**config.mk**
```make
export PLATFORM = sky130hd
export DESIGN_NAME = pipe_hazard_ctrl
export DESIGN_NICKNAME = d
export VERILOG_FILES = /design/src/rtl/pipe_hazard_ctrl.sv
export SDC_FILE = /design/constraint.sdc
export NUM_CORES = 1
export LEC_CHECK = 0
export ABC_AREA = 0
export CORE_ASPECT_RATIO = 1.75
export CORE_UTILIZATION = 40
export DETAILED_ROUTE_END_ITERATION = 10
export PLACE_DENSITY = 0.81
export SYNTH_ARGS = -nofsm -noshare
export SYNTH_HDL_FRONTEND = slang
export SYNTH_SLANG_ARGS = --single-unit
```
**constraint.sdc**
```tcl
create_clock -name i_clk -period 9.2 [get_ports i_clk]
set_clock_uncertainty 0.15 [all_clocks]
set_input_delay 2.76 -clock i_clk [delete_from_list [all_inputs] [get_ports i_clk]]
set_output_delay 2.76 -clock i_clk [all_outputs]
set_load 0.1 [all_outputs]
```
**src/rtl/pipe_hazard_ctrl.sv**
```systemverilog
// Stall/flush sequencer for the 5-stage MIPS pipeline.
// Decodes hazards from the instruction in decode, resolves them by priority
// (memory wait > redirect > load-use / mul-div), and owns the mul/div busy
// window through a 6-bit down-counter. Also counts decode-stall cycles.
module pipe_hazard_ctrl #(
  parameter int MUL_LAT = 4,
  parameter int DIV_LAT = 32
) (
  input  logic        i_clk,
  input  logic        i_nrst,
  input  logic [31:0] i_data_instrD,
  input  logic        i_con_validD,
  input  logic [4:0]  i_addr_rtE,
  input  logic        i_con_memreadE,
  input  logic        i_con_branch_takenE,
  input  logic [1:0]  i_con_jumpD,
  input  logic        i_con_mem_ready,
  output logic        o_con_stallF,
  output logic        o_con_stallD,
  output logic        o_con_stallE,
  output logic        o_con_stallM,
  output logic        o_con_flushD,
  output logic        o_con_flushE,
  output logic        o_con_md_start,
  output logic [1:0]  o_con_md_op,
  output logic        o_con_md_busy,
  output logic [31:0] o_cnt_stall
);

  localparam logic [5:0] MUL_CNT = 6'(MUL_LAT);
  localparam logic [5:0] DIV_CNT = 6'(DIV_LAT);

  logic [5:0]  r_md_cnt;
  logic [31:0] r_cnt_stall;

  logic [5:0]  w_op;
  logic [4:0]  w_rs;
  logic [4:0]  w_rt;
  logic [5:0]  w_funct;
  logic        w_md_opD;
  logic        w_hilo_rdD;
  logic        w_redirect;
  logic        w_load_use;
  logic        w_md_haz;

  assign w_op    = i_data_instrD[31:26];
  assign w_rs    = i_data_instrD[25:21];
  assign w_rt    = i_data_instrD[20:16];
  assign w_funct = i_data_instrD[5:0];

  // mult/multu/div/divu occupy funct 0x18..0x1B; mfhi/mflo are 0x10/0x12
  assign w_md_opD   = i_con_validD && (w_op == 6'd0) && (w_funct[5:2] == 4'b0110);
  assign w_hilo_rdD = i_con_validD && (w_op == 6'd0) &&
                      ((w_funct == 6'h10) || (w_funct == 6'h12));

  assign w_redirect = i_con_branch_takenE || (i_con_jumpD != 2'b00);
  assign w_load_use = i_con_validD && i_con_memreadE && (i_addr_rtE != 5'd0) &&
                      ((i_addr_rtE == w_rs) || (i_addr_rtE == w_rt));
  assign w_md_haz   = o_con_md_busy && (w_hilo_rdD || w_md_opD);

  assign o_con_md_busy = (r_md_cnt != 6'd0);
  assign o_cnt_stall   = r_cnt_stall;

  // Prioritised hazard resolution; flush/start are forced low while in reset
  always_comb begin
    o_con_stallF   = 1'b0;
    o_con_stallD   = 1'b0;
    o_con_stallE   = 1'b0;
    o_con_stallM   = 1'b0;
    o_con_flushD   = 1'b0;
    o_con_flushE   = 1'b0;
    o_con_md_start = 1'b0;
    o_con_md_op    = 2'b00;
    if (!i_con_mem_ready) begin
      // frozen pipeline keeps any pending redirect until memory answers
      o_con_stallF = 1'b1;
      o_con_stallD = 1'b1;
      o_con_stallE = 1'b1;
      o_con_stallM = 1'b1;
    end else if (w_redirect) begin
      o_con_flushD = i_nrst;
      o_con_flushE = i_nrst && i_con_branch_takenE;
    end else if (w_load_use || w_md_haz) begin
      o_con_stallF = 1'b1;
      o_con_stallD = 1'b1;
      o_con_flushE = i_nrst;
    end else if (w_md_opD && i_nrst) begin
      o_con_md_start = 1'b1;
      o_con_md_op    = w_funct[1:0];
    end
  end

  // Mul/div busy window: load latency on start, count down to zero otherwise
  always_ff @(posedge i_clk or negedge i_nrst) begin
    if (!i_nrst) begin
      r_md_cnt <= 6'd0;
    end else if (o_con_md_start) begin
      r_md_cnt <= o_con_md_op[1] ? DIV_CNT : MUL_CNT;
    end else if (r_md_cnt != 6'd0) begin
      r_md_cnt <= r_md_cnt - 6'd1;
    end
  end

  // Saturating count of decode-stall cycles
  always_ff @(posedge i_clk or negedge i_nrst) begin
    if (!i_nrst) begin
      r_cnt_stall <= 32'd0;
    end else if (o_con_stallD && (r_cnt_stall != 32'hFFFF_FFFF)) begin
      r_cnt_stall <= r_cnt_stall + 32'd1;
    end
  end

endmodule

```
**After elaboration in Yosys (flattened, before gate mapping)**

Index checks and enable logic that the tools add are counted.

- Memories kept: 0
- RAM bits: 0
- Output and inout bits: 42
- Bits in registers: 38
- Latch bits: 0
- Bits in read-only memories: 0
- Input bits: 45

- Bitwise operators: 0
- Equality and inequality tests: 6
- Order comparisons: 0
- Reductions and logical operators: 20
- $add $sub $neg: 2
- Multipliers: 0
- Muxes and demuxes: 20
- Div/mod/pow operators: 0
- Shift-type cells: 0

Operators with widths:

| operator | number |
|---|---|
| $add A32 B1 Y32 const B | 1 |
| $ne A32 B32 Y1 const B | 1 |
| $mux W6 | 3 |
| $mux W1 | 13 |
| $eq A6 B5 Y1 const B | 2 |
| $eq A5 B5 Y1 | 2 |
| $logic_and A1 B1 Y1 | 10 |
| $mux W2 | 4 |
| $logic_not A6 Y1 | 1 |
| $reduce_bool A6 Y1 | 1 |
| $sub A6 B1 Y6 const B | 1 |
| $logic_or A1 B1 Y1 | 5 |
| $reduce_bool A5 Y1 | 1 |
| $eq A4 B3 Y1 const B | 1 |
| $reduce_bool A2 Y1 | 2 |

**Logic depth before layout (Yosys ltp)**

- Word-level depth: 11
- Mapped depth: 9
- Gate-level depth less buffers: 8

**Worst setup path before layout**

Ideal clock, no wire load.

- Path kind: in2out
- Start: in i_addr_rtE[1]
- End: out o_con_md_op[0]
- Cell stages on the path: 5
- Data arrival time: 5.656 ns
- Setup slack: 0.634 ns
- Buffers on the path: 0
- Data required time: 6.290 ns
- Cells stage by stage: or4_1 o211ai_1 nor2_1 nor4_4 and2_1

- Word-level cells in the longest chain between the ends: 7

RTL lines:

| item | line | source |
|---|---|---|
| start, declared | 13 | `input logic [4:0] i_addr_rtE,` |
| $eq A5 B5 Y1 or $reduce_bool A5 Y1 (tied branches) | 58, 57 |  |
| $logic_or A1 B1 Y1 or $logic_and A1 B1 Y1 (tied branches) | 58, 57 |  |
| $logic_and A1 B1 Y1 (*) | 57 | `assign w_load_use = i_con_validD && i_con_memreadE && (i_addr_rtE != 5'd0) &&` |
| $logic_or A1 B1 Y1 (*) | 83 | `end else if (w_load_use \|\| w_md_haz) begin` |
| $mux W2 (*) | 83 |  |
| $mux W2 (*) | 80 | `end else if (w_redirect) begin` |
| $mux W2 (*) | 74 | `if (!i_con_mem_ready) begin` |
| end, declared | 25 | `output logic [1:0] o_con_md_op,` |

Mark *: on every way between the ends. The rest lies on a longest branch, timed or not.

**Final worst setup path**

Ends and elaborated chain as after synthesis.

==> tab_implementation.tex <==
\begin{tabular}{lr}
\hline
Metric & Value \\
\hline
\multicolumn{2}{l}{\textbf{Cells and area}} \\
\quad Synth-to-Final Area Change & 39.5\% \\
\quad Share of post-route cells with drive strength above 1 & under 10\% \\
\quad Number of antenna repair diodes & 0 \\
\quad Post-layout net count & $\sim$360 \\
\quad Filler cell count & $\sim$500 \\
\multicolumn{2}{l}{\textbf{Pwr}} \\
\quad Pwr/cell area & 195 nW/µm² \\
\quad Logic gate share of total power & 43.5\% \\
\quad Proportion of power drawn by flip-flops and latches & 37.1\% \\
\quad Switching power total & between 200 and 300 µW \\
\quad Leakage power & 0.00128 µW \\
\quad Internal power & roughly 340 µW \\
\quad Switching Share & between 40 and 50\% \\
\quad Worst-case vdd ir drop & around 0.00016 V \\
\quad Clk network pwr share & between 10\% and 20\% \\
\multicolumn{2}{l}{\textbf{Logic synthesis}} \\
\quad Fraction of registers with async set or reset after synthesis & 100\% \\
\quad Sequential share of the synthesized area & a little over two fifths \\
\quad Library cell with the largest summed area after synthesis & dfrtp\_1 \\
\quad Area of the mapped netlist & $\sim$2300 µm² \\
\quad Synth unique cells & 39 \\
\quad Flip-flop and latch count after synthesis & 38 \\
\quad Most frequent cells after synthesis & dfrtp\_1, xnor2\_1, nand3\_1 \\
\quad Cells after synthesis & around 240 \\
\quad Synth top area share & between 40\% and 50\% \\
\quad Biggest area contributors in the synthesized netlist & dfrtp\_1, xnor2\_1, nand4\_1 \\
\quad Library cell with the highest instance count after synthesis & dfrtp\_1 \\
\quad Syn avg cell area & around 9.6 µm² \\
\quad Predominant post-synthesis flop cell & dfrtp\_1 \\
\quad Count of yosys warnings during synthesis & 0 \\
\quad Nets in the synthesized netlist & approximately 280 \\
\quad Number of synthesized flops with an enable pin & 0 \\
\multicolumn{2}{l}{\textbf{Clocking}} \\
\quad Hold buffer count at cts & 0 \\
\quad Number of levels in the clock H-tree & 2 \\
\quad Number of buffers on the longest clock path & 2 \\
\quad CTS tree & done \\
\quad Master cell of the clock root buffer & clkbuf\_8 \\
\quad Later-pin clock latency in the skew report & 0.29 ns \\
\quad Number of buffers inserted during clock tree synthesis & 5 \\
\quad Resized cells post-CTS & 0 \\
\quad Setup bufs post-CTS & 0 \\
\quad TritonCTS Sinks & 38 \\
\quad Clock transition at path regs & around 0.070 ns \\
\multicolumn{2}{l}{\textbf{Setup path}} \\
\quad Startpoint types & input pin \\
\quad Arrival time reported for the critical path endpoint & approximately 5 ns \\
\quad Critical path class & input pin to primary output \\
\quad Critical Path End Type & primary output \\
\quad Required time of the critical path & approximately 6.3 ns \\
\quad Largest fanout on the critical path & 7 \\
\multicolumn{2}{l}{\textbf{Detailed routing}} \\
\quad Detailed-route wire length per cell & between 10 and 15 µm \\
\quad DRT iter0 DRCs & 53 \\
\quad Average vias per placed instance & between 5 and 6 \\
\quad Antenna Nets Post-Route & 0 \\
\quad Total length of routed wires & 5390 µm \\
\quad First-pass iteration count of the detailed router & 4 \\
\quad DRC violations left & 0 \\
\quad Vias & between 2000 and 2500 \\
\multicolumn{2}{l}{\textbf{Floorplanning}} \\
\quad Full die area & approximately 6000 µm² \\
\quad Core outline area & 5340 µm² \\
\quad Die extent in y & $\sim$100 µm \\
\quad Initial Util & $\sim$42\% \\
\quad Number of top-level design ports & 87 \\
\quad Site row count & 35 \\
\quad Die width & roughly 59 µm \\
\multicolumn{2}{l}{\textbf{Global route}} \\
\quad Global route total overflow & 0 \\
\quad Pin count of the biggest net entering global routing & 40 \\
\quad Overall track demand over capacity in global routing & 19.5\% \\
\quad Via count of the first global-routing pass & 2007 \\
\quad Number of antenna violations at the first check in global routing & 0 \\
\quad First-pass GRT wire length & 8990 µm \\
\multicolumn{2}{l}{\textbf{STA}} \\
\quad Peak Freq & 0.125 GHz \\
\quad Worst slew margin relative to its limit & between 30\% and 40\% \\
\quad Slew at the pin closest to its max-slew limit & between 0.9 and 1 ns \\
\quad Portion of the clock cycle consumed by the worst path in the final layout & just under 90\% \\
\quad Number of max-slew violations in the final report & 0 \\
\quad Total count of hold-check failures in the final report & 0 \\
\quad Count of final setup violators & 0 \\
\quad Period minus WS final & between 7 and 8 ns \\
\quad Setup TNS & 0 ns \\
\quad Hold Slack & roughly 0.35 ns \\
\quad Setup repair after global routing missed its margin & no \\
\multicolumn{2}{l}{\textbf{Placed design}} \\
\quad Routability congestion estimate from global placement & slightly above 0.8 \\
\quad Number of buffer cells added on primary ports & 76 \\
\quad DP Wirelength & 4170 µm \\
\multicolumn{2}{l}{\textbf{Flow run}} \\
\quad Max-cap violations & 0 \\
\multicolumn{2}{l}{\textbf{Min path}} \\
\quad Class of the tightest hold or removal check & flip-flop to flip-flop \\
\multicolumn{2}{l}{\textbf{Outcome}} \\
\quad Run status & finished, final reports clean \\
\hline
\end{tabular}
-- registers in the layout, indices dropped and copies added (netlist names) --
signal	cells
o_cnt_stall	32
r_md_cnt	6
-- per-stage QoR --
stage	worst slack, ns	total power [µW]	utilization (%)	cells	instance area, µm²
floorplan	0.634	425	-	236	2270
global placement	1.23	496	57.5	380	3070
detailed placement	1.17	500	57.5	380	3070
CTS	1.18	618	59.2	388	3160
global route	1.05	647	59.2	388	3160
finish	1.20	616	59.2	388	3160
-- cell families (layout without fill, tap and decap cells) --
logic type / Yosys count / after routing / synth area share (%)
adder cells (fa/ha/maj): 3 / 3 / 1.66
AO/OA/AOI/OAI: 17 / 17 / 5.13
XOR/XNOR: 41 / 41 / 15.8
buffers and inverters: 15 / 93 / 3.26
multiplexers: 3 / 3 / 1.66
AND/OR/NAND/NOR: 119 / 119 / 30.5
flip-flops: 38 / 38 / 41.9
-- cell usage in the layout (no fill, tap or decap), types with 2 or more instances in the layout --
cell type	netlist	layout
nor3_1	9	9
and4_1	6	6
nand2_1	12	12
xnor2_1	30	30
nand4_1	18	18
and2_1	6	6
nor4_1	3	3
mux2_2	2	2
inv_1	7	7
nand3_1	22	22
nand2b_1	2	2
and3_1	13	13
o21a_1	2	2
xor2_1	11	11
nand3b_1	2	2
dfrtp_1	38	38
nor2_1	18	18
clkbuf_8	0	6
o21ai_0	3	3
clkdlybuf4s50_1	0	69
buf_4	3	8
a21oi_1	2	2
ha_1	3	3
a22o_1	3	3
-- layout make-up --
class | count | area [µm²] | area share [%]
Clock buffer | 7 | 86.3 | 2.73
Inverter | 7 | 26.3 | 0.831
Sequential cell | 38 | 951 | 30.1
Multi-Input combinational cell | 183 | 1250 | 39.4
Timing Repair Buffer | 78 | 756 | 23.9
Clock inverter | 1 | 5.00 | 0.158
Tap cell | 74 | 92.6 | 2.93
-- power by group through the flow --
| stage | combinational (µW) | clock [µW] | sequential (µW) |
|---|---|---|---|
| 2_1_floorplan | 95.3 | 0 | 330 |
| 3_3_place_gp | 265 | 0 | 231 |
| 3_5_place_dp | 269 | 0 | 232 |
| 4_1_cts | 270 | 119 | 229 |
| 5_1_grt | 287 | 126 | 233 |
| 6_report | 268 | 119 | 229 |
-- critical path, cell delays in order --
cell and delay (ns):
clkdlybuf4s50_1 0.49, or4_1 0.54, o211ai_1 0.24, nor2_1 0.12
nor4_4 0.45, and2_1 0.19, buf_4 0.28
-- final timing paths --
kind	start	end	slack (ns)	cells after the start
worst min register to register	o_cnt_stall[13]	o_cnt_stall[13]	0.35	1
worst max-delay path	i_addr_rtE[1]	o_con_md_op[0]	1.20	7
worst max register to register	o_cnt_stall[0]	o_cnt_stall[1]	6.21	7
worst min-delay path	o_cnt_stall[13]	o_cnt_stall[13]	0.35	1
min in group asynchronous	i_nrst	o_cnt_stall[0]	2.40	2
max in group asynchronous	i_nrst	o_cnt_stall[16]	6.15	2
-- per-layer routing --
| layer | global-route usage (%) | routed length [µm] | vias up | part of all wire [%] |
|---|---|---|---|---|
| met4 | 7.51 | 107 | 0 | 2.0 |
| met5 | 0 | 0 | - | 0 |
| met1 | 21.3 | 2040 | 985 | 38 |
| met3 | 3.32 | 254 | 10 | 4.7 |
| li1 | - | - | 995 | - |
| met2 | 36.2 | 2980 | 82 | 55 |
No activity file was read; power rests on OpenSTA's default activity.
